<file path="config.mk">
export PLATFORM = sky130hd
export DESIGN_NAME = expr_gen
export DESIGN_NICKNAME = d
export VERILOG_FILES = /design/src/rtl/expr_gen_pkg.sv /design/src/rtl/expr_lfsr16.sv /design/src/rtl/expr_gen.sv
export SDC_FILE = /design/constraint.sdc
export NUM_CORES = 1
export LEC_CHECK = 0
export CAP_MARGIN = 20
export CORE_ASPECT_RATIO = 0.6
export CORE_UTILIZATION = 47
export DETAILED_ROUTE_END_ITERATION = 10
export PLACE_DENSITY = 0.78
export SLEW_MARGIN = 20
export SYNTH_ARGS = -nofsm -noshare
export SYNTH_HDL_FRONTEND = slang
export SYNTH_HIERARCHICAL = 1
export SYNTH_SLANG_ARGS = --single-unit
</file>
<file path="constraint.sdc">
create_clock -name clk -period 2.05 [get_ports clk]
set_clock_uncertainty 0.15 [all_clocks]
set_input_delay 0.615 -clock clk [delete_from_list [all_inputs] [get_ports clk]]
set_output_delay 0.615 -clock clk [all_outputs]
set_load 0.02 [all_outputs]
</file>
<file path="src/rtl/expr_gen_pkg.sv">
// Shared constants for the expression generator and recognizer benches:
// ASCII characters, FSM state encoding and the LFSR feedback taps.
package expr_gen_pkg;

  localparam logic [7:0] CH_0    = 8'h30;
  localparam logic [7:0] CH_PLUS = 8'h2B;
  localparam logic [7:0] CH_STAR = 8'h2A;
  localparam logic [7:0] CH_LPAR = 8'h28;
  localparam logic [7:0] CH_RPAR = 8'h29;

  typedef enum logic [2:0] {
    S_IDLE   = 3'd0,
    S_TERM   = 3'd1,
    S_GDIG   = 3'd2,
    S_GOP    = 3'd3,
    S_GCLOSE = 3'd4,
    S_OP     = 3'd5
  } state_e;

  localparam int LFSR_TAP_A = 15;
  localparam int LFSR_TAP_B = 13;
  localparam int LFSR_TAP_C = 12;
  localparam int LFSR_TAP_D = 10;

  function automatic logic [15:0] lfsr_next(input logic [15:0] s);
    return {s[14:0], s[LFSR_TAP_A] ^ s[LFSR_TAP_B] ^ s[LFSR_TAP_C] ^ s[LFSR_TAP_D]};
  endfunction

endpackage

</file>
<file path="src/rtl/expr_lfsr16.sv">
// 16-bit Fibonacci LFSR with synchronous seed load and single-step advance.
module expr_lfsr16
  import expr_gen_pkg::*;
(
  input  logic        clk,
  input  logic        clr,
  input  logic        load_i,
  input  logic [15:0] seed_i,
  input  logic        adv_i,
  output logic [15:0] state_o
);

  logic [15:0] lfsr_q;

  always_ff @(posedge clk or posedge clr) begin
    if (clr) begin
      lfsr_q <= 16'h0000;
    end else if (load_i) begin
      lfsr_q <= seed_i;
    end else if (adv_i) begin
      lfsr_q <= lfsr_next(lfsr_q);
    end
  end

  assign state_o = lfsr_q;

endmodule

</file>
<file path="src/rtl/expr_gen.sv">
// Pseudo-random generator of legal digit/operator/parenthesis expressions,
// one ASCII character per valid/ready transfer.
module expr_gen
  import expr_gen_pkg::*;
#(
  parameter bit          GROUP_EN     = 1'b1,
  parameter logic [15:0] SEED_DEFAULT = 16'hACE1
) (
  input  logic        clk,
  input  logic        clr,
  input  logic        start,
  input  logic [15:0] seed,
  input  logic [3:0]  n_terms,
  input  logic        ready,
  output logic [7:0]  out,
  output logic        valid,
  output logic        last,
  output logic        busy,
  output logic [2:0]  dbg_state
);

  // Handshake: a character moves on a rising clk when valid && ready; while
  // valid && !ready, out/last and every register (including the LFSR) hold.

  state_e      state_q, state_d;
  logic [3:0]  terms_q, terms_d;
  logic [2:0]  gcnt_q, gcnt_d;
  logic [15:0] lfsr;
  logic        load, xfer;
  logic [3:0]  nib, dval;
  logic [7:0]  digit, op;
  logic        grp;
  logic [2:0]  glen;

  assign load = (state_q == S_IDLE) && start;
  assign xfer = valid && ready;

  expr_lfsr16 u_lfsr (
    .clk     (clk),
    .clr     (clr),
    .load_i  (load),
    .seed_i  ((seed == 16'h0000) ? SEED_DEFAULT : seed),
    .adv_i   (xfer),
    .state_o (lfsr)
  );

  assign nib   = lfsr[3:0];
  assign dval  = (nib >= 4'd10) ? (nib - 4'd10) : nib;
  assign digit = CH_0 + {4'd0, dval};
  assign op    = lfsr[4] ? CH_STAR : CH_PLUS;
  assign grp   = GROUP_EN & lfsr[5] & lfsr[6];
  assign glen  = {1'b0, lfsr[8:7]} + 3'd1;

  always_ff @(posedge clk or posedge clr) begin
    if (clr) begin
      state_q <= S_IDLE;
      terms_q <= 4'd0;
      gcnt_q  <= 3'd0;
    end else begin
      state_q <= state_d;
      terms_q <= terms_d;
      gcnt_q  <= gcnt_d;
    end
  end

  always_comb begin
    state_d = state_q;
    terms_d = terms_q;
    gcnt_d  = gcnt_q;
    out     = 8'h00;
    valid   = 1'b0;
    last    = 1'b0;
    case (state_q)
      S_IDLE: begin
        if (start) begin
          state_d = S_TERM;
          terms_d = (n_terms == 4'd0) ? 4'd1 : n_terms;
        end
      end
      S_TERM: begin
        valid = 1'b1;
        if (grp) begin
          out = CH_LPAR;
          if (xfer) begin
            gcnt_d  = glen;
            state_d = S_GDIG;
          end
        end else begin
          out  = digit;
          last = (terms_q == 4'd1);
          if (xfer) state_d = last ? S_IDLE : S_OP;
        end
      end
      S_GDIG: begin
        valid = 1'b1;
        out   = digit;
        if (xfer) begin
          gcnt_d  = gcnt_q - 3'd1;
          state_d = (gcnt_q == 3'd1) ? S_GCLOSE : S_GOP;
        end
      end
      S_GOP: begin
        valid = 1'b1;
        out   = op;
        if (xfer) state_d = S_GDIG;
      end
      S_GCLOSE: begin
        valid = 1'b1;
        out   = CH_RPAR;
        last  = (terms_q == 4'd1);
        if (xfer) state_d = last ? S_IDLE : S_OP;
      end
      S_OP: begin
        valid = 1'b1;
        out   = op;
        if (xfer) begin
          terms_d = terms_q - 4'd1;
          state_d = S_TERM;
        end
      end
      default: state_d = S_IDLE;
    endcase
  end

  assign busy      = valid;
  assign dbg_state = state_q;

endmodule

</file>
After elaboration in Yosys (flattened, before gate mapping)
Cells that the tools add are included.
- input bits: 24
- bits in registers: 26
- word-level logic and storage cells: 66
- output and inout bits: 14
- $lt $le $gt $ge: 1
- equality and inequality tests: 12
- reduce and logical (&&, ||, !) cells: 13
- bitwise operators: 4
- mux-type cells: 27
- $add $sub $neg: 5
- operators by type and width (operator ; count):
    $mux W16 ; 3
    $mux W3 ; 11
    $pmux W7 S4 ; 1
    $pmux W3 S6 ; 1
    $logic_not A16 Y1 ; 1
    $mux W4 ; 4
    $pmux W4 S2 ; 1
    $add A6 B4 Y7 const A ; 1
    $mux W7 ; 1
    $eq A3 B1 Y1 const B ; 2
    $eq A3 B2 Y1 const B ; 2
    $eq A3 B3 Y1 const B ; 2
    $ne A2 B1 Y1 const B ; 3
    $pmux W3 S2 ; 1
    $reduce_and A3 Y1 ; 2
    $reduce_bool A2 Y1 ; 3
    $reduce_or A5 Y1 ; 1
    $eq A4 B1 Y1 const B ; 1
    $ge A4 B4 Y1 const B ; 1
    $logic_not A4 Y1 ; 1
    $ne A2 B2 Y1 const B ; 2
    $reduce_and A4 Y1 ; 1
    $sub A4 B1 Y4 const B ; 1
    $sub A4 B4 Y4 const B ; 1
    other kinds (9) ; 14

Depth between registers and ports, before layout
- depth in word-level cells: 7
- gate-level depth with buffers: 9
- gate-level depth less buffers: 6

Modules after synthesis
Netlist, hierarchy kept.
- by module, submodules not included (module ; area each (µm²) ; times used ; cells an instance ; sequential area each (µm²)):
    expr_gen ; 1152.4 ; 1 ; 159 ; 250.2
    expr_lfsr16 ; 794.5 ; 1 ; 74 ; 400.4

Worst setup path after synthesis
No wires, ideal clock.
- kind: reg-to-output
- start: register state_q[1] (netlist: dbg_state[1])
- end: output out[2]
- data arrival time: 2.096 ns
- stages on the path, launching flop included: 5
- slack: -0.811 ns
- data required time: 1.285 ns
- path buffers: 1
- cell sequence: dfrtp_1 > buf_2 > nor2b_1 > nor2_1 > a2111oi_0
- cells in the longest elaborated chain, start to end: 3
- ends and longest elaborated chain (element ; RTL line ; RTL):
    start: declaration ; expr_gen.sv:25 ; state_e state_q, state_d;
    start signal: assignment ; expr_gen.sv:60 ; state_q <= state_d;
    $eq A3 B3 Y1 or $eq A3 B2 Y1 (tied branches) ; expr_gen.sv:73 ; case (state_q)
    $reduce_or A2 Y1 (no source line) ; - ;
    $pmux W7 S4 * ; expr_gen.sv:73 ;
    end: declaration ; expr_gen.sv:15 ; output logic [7:0] out,
Every way passes the cells marked *; elsewhere a longest branch is shown, timed or not.

Worst setup path in the final report
- start: register state_q[0] (netlist: dbg_state[0])
- end: output out[0]
The elaborated chain is that of the path after synthesis.

==> results.py <==
metrics = {
    "sta": {
        "fin_ws_ps": -300.7,
        "setup_violations": 29,
        "min_period_ps": 2351,
        "rsz0062_at_grt": "true",
        "fmax_mhz": 425.4,
        "hold_violations": 0,
        "report.final.slew_viol_count": 0,
        "finalCritPeriodShare_pct": 114.7,
        "final.setup.tns_ps": -4722,
    },
    "routing": {
        "drtPass1Iterations": 5,
        "dr.first_iter.drc_count": 337,
        "vias": 2302,
        "via_per_inst": 6.359,
        "wl_mm": 7.235,
        "avgRoutedWirePerCell_microns": 19.99,
        "ant_nets": 0,
        "drc_errors": 0,
    },
    "critical_path": {
        "worst-setup-path-type": "register to output pin",
        "cp.required_ps": 1280,
        "worstPathCellList": "buf_4, nand2_2, buf_4, nand2_2, o21ai_2, o21a_1, buf_6",
        "crit_path_max_incr_delay_ps": 500,
        "worstSetupPathDepth": 7,
        "ff2ff_path_depth": 9,
        "cp_slowest_cell": "dfrtp_2",
        "crit_buf_inv": 3,
        "critPathMaxFanout": 8,
        "crit_family": "flip-flops",
        "start_kind": "register",
        "end_kind": "output pin",
        "arrival_ps": 1590,
    },
    "cells_and_area": {
        "syn_to_final_growth_pct": 56.43,
        "nNetsFinal": 347,
        "utilization_pct": 79.99,
        "final_cell_mix": "buf_4, nand2_1, dfrtp_1",
        "mostFrequentLayoutCell": "buf_4",
        "drive_gt1_share_pct": 38.41,
        "fillers": 216,
        "diodes": 0,
    },
    "floorplan": {
        "die_y_microns": 51.86,
        "initial_core_util_pct": 51.13,
        "rows": 17,
        "dieWidth_microns": 85.09,
        "ioPinCount": 38,
        "die-area_sq_um": 4412,
        "coreArea_sq_um": 3807,
    },
    "status": {
        "violations": "negative setup slack",
        "outcome": "complete, but fails checks",
    },
    "logic_synthesis": {
        "synth_mux_area_share_pct": 8.290,
        "synth_compound_area_share_pct": 20.37,
        "synth.ff_latch_count": 26,
        "synthArstFlopShare_pct": 100.0,
        "synth_top_area_share_pct": 33.42,
        "synth_area_sq_um": 1947,
        "postSynthCellCount": 233,
        "synth_edf_count": 0,
        "yosysTopAreaCell": "dfrtp_1",
        "synth-simple-area-share_pct": 22.56,
        "synth_sequential_area_ratio_pct": 33.42,
        "synth-xor-area-share_pct": 1.735,
        "synth_flop_cell": "dfrtp_1",
        "ys_types": 50,
        "synth_top_family_by_area": "simple AND/OR/NAND/NOR gates",
        "synth_area_per_cell_sq_um": 8.356,
        "ys_warn_count": 6,
        "synth_fa_ha_area_share_pct": 4.499,
        "yosys-top-cells-area": "dfrtp_1, mux2i_1, nand2_1, o21ai_1, ha_1",
    },
    "worst_hold_path": {
        "hp-class": "register to register",
        "hold_depth": 1,
    },
    "place": {
        "place.gp.congestion": 0.8239,
        "io_buffer_count": 35,
        "dp_hpwl_mm": 3.973,
    },
    "clock_network": {
        "cts_made_buffers": 3,
        "clk_pin_slew_ps": 100,
        "cts_sinks": 26,
        "clock_latency_ps": 280,
        "htree_num_levels": 1,
        "cts_root_buffer": "clkbuf_8",
        "cts_tree": "done",
        "clockBufferDepth": 2,
    },
    "power": {
        "power_leakage_nw": 1.348,
        "p_per_area_nw_per_um2": 1816,
        "peakVddDrop_v": 0.0006428,
    },
    "global_routing": {
        "grt_usage_pct": 28.56,
        "first_global_vias": 1966,
        "grt_pass1_wl_mm": 9.584,
        "grt_max_degree": 20,
        "grt-ovfl-total": 0,
        "antenna_found_initial": 0,
    },
    "run": {
        "maxCapViolations": 0,
    },
}
[metrics by stage]
step | cells | hold slack [ps] | setup WS, ps | power (W) | instance area [sq um]
2_1_floorplan | 234 | 305.0 | -30.41 | 0.002977 | 2022
3_3_place_gp | 340 | 365.6 | -396.9 | 0.003977 | 2653
3_5_place_dp | 340 | 370.1 | -428.9 | 0.004092 | 2653
4_1_cts | 351 | 393.6 | -218.1 | 0.004742 | 2838
5_1_grt | 362 | 400.1 | -324.3 | 0.005774 | 3045
6_report | 362 | 393.2 | -300.7 | 0.005530 | 3045
[cell families after synthesis]
group	count (synthesis)
compound gates	64
xor+xnor	3
fa+ha+maj	7
buf+inv	33
flops	26
mux	16
other cells	1
simple gates	83
[final timing paths]
check	from	slack, ps	end
max	dbg_state[0]$_DFFE_PP0P_	-300	out[0]
min	gcnt_q[2]$_DFFE_PP0P_	390	gcnt_q[2]$_DFFE_PP0P_
max reg2reg	dbg_state[0]$_DFFE_PP0P_	-210	u_lfsr/state_o[4]$_DFFE_PP0P_
min reg2reg	gcnt_q[2]$_DFFE_PP0P_	390	gcnt_q[2]$_DFFE_PP0P_
max in group asynchronous	clr	930	dbg_state[2]$_DFFE_PP0P_
min in group asynchronous	clr	500	terms_q[2]$_DFFE_PP0P_
[what timing repair did]
item / CTS / global route
buffers inserted: 6 / 9
pin swaps: 8 / 8
setup endpoints to repair: 32 / 32
gates resized for setup: 73 / 29
gates cloned: 1 / 2
hold buffers: 0 / 0
[sequential cells by signal (all words and copies together), names as in the netlist]
signal	count
dbg_state	3
gcnt_q	3
terms_q	4
u_lfsr/state_o	16
[cells in the mapped netlist, types with 2 or more instances]
| cell | count |
|---|---|
| a211oi_1 | 2 |
| a21o_1 | 3 |
| a21oi_1 | 8 |
| a22o_1 | 3 |
| a31oi_1 | 4 |
| buf_2 | 6 |
| buf_4 | 3 |
| buf_6 | 2 |
| clkbuf_1 | 11 |
| dfrtp_1 | 26 |
| ha_1 | 7 |
| inv_1 | 9 |
| mux2i_1 | 15 |
| nand2_1 | 28 |
| nand2b_1 | 13 |
| nand3_1 | 3 |
| nand3b_1 | 3 |
| nand4_1 | 2 |
| nor2_1 | 9 |
| nor2b_1 | 5 |
| nor3_1 | 6 |
| nor3b_1 | 3 |
| nor4_1 | 4 |
| o211ai_1 | 3 |
| o21ai_0 | 13 |
| o21ai_1 | 18 |
[where the power goes]
group	leakage (nW)	internal [W]	switching, W
Sequential	0.317	0.000775	0.000270
Combinational	1.01	0.00210	0.00208
Clock	0.0228	0.000139	0.000171
Total	1.35	0.00301	0.00252
[routing by layer]
| layer | track usage, % | vias to the layer above | routed length [microns] |
|---|---|---|---|
| met3 | 4.921 | 61 | 715 |
| met2 | 47.72 | 187 | 3291 |
| li1 | - | 975 | - |
| met1 | 38.40 | 1079 | 2837 |
| met5 | 0 | - | 0 |
| met4 | 8.757 | 0 | 391 |
[final cells by class]
cell class,instances,area [sq um],area share [%]
multi-input combinational,175,1306,42.89
timing repair buffer,101,947.2,31.10
sequential,26,654.4,21.49
tap,47,58.81,1.931
clock buffer,4,45.04,1.479
inverter,9,33.78,1.109
Note: power is estimated with default switching activity, not from simulation.
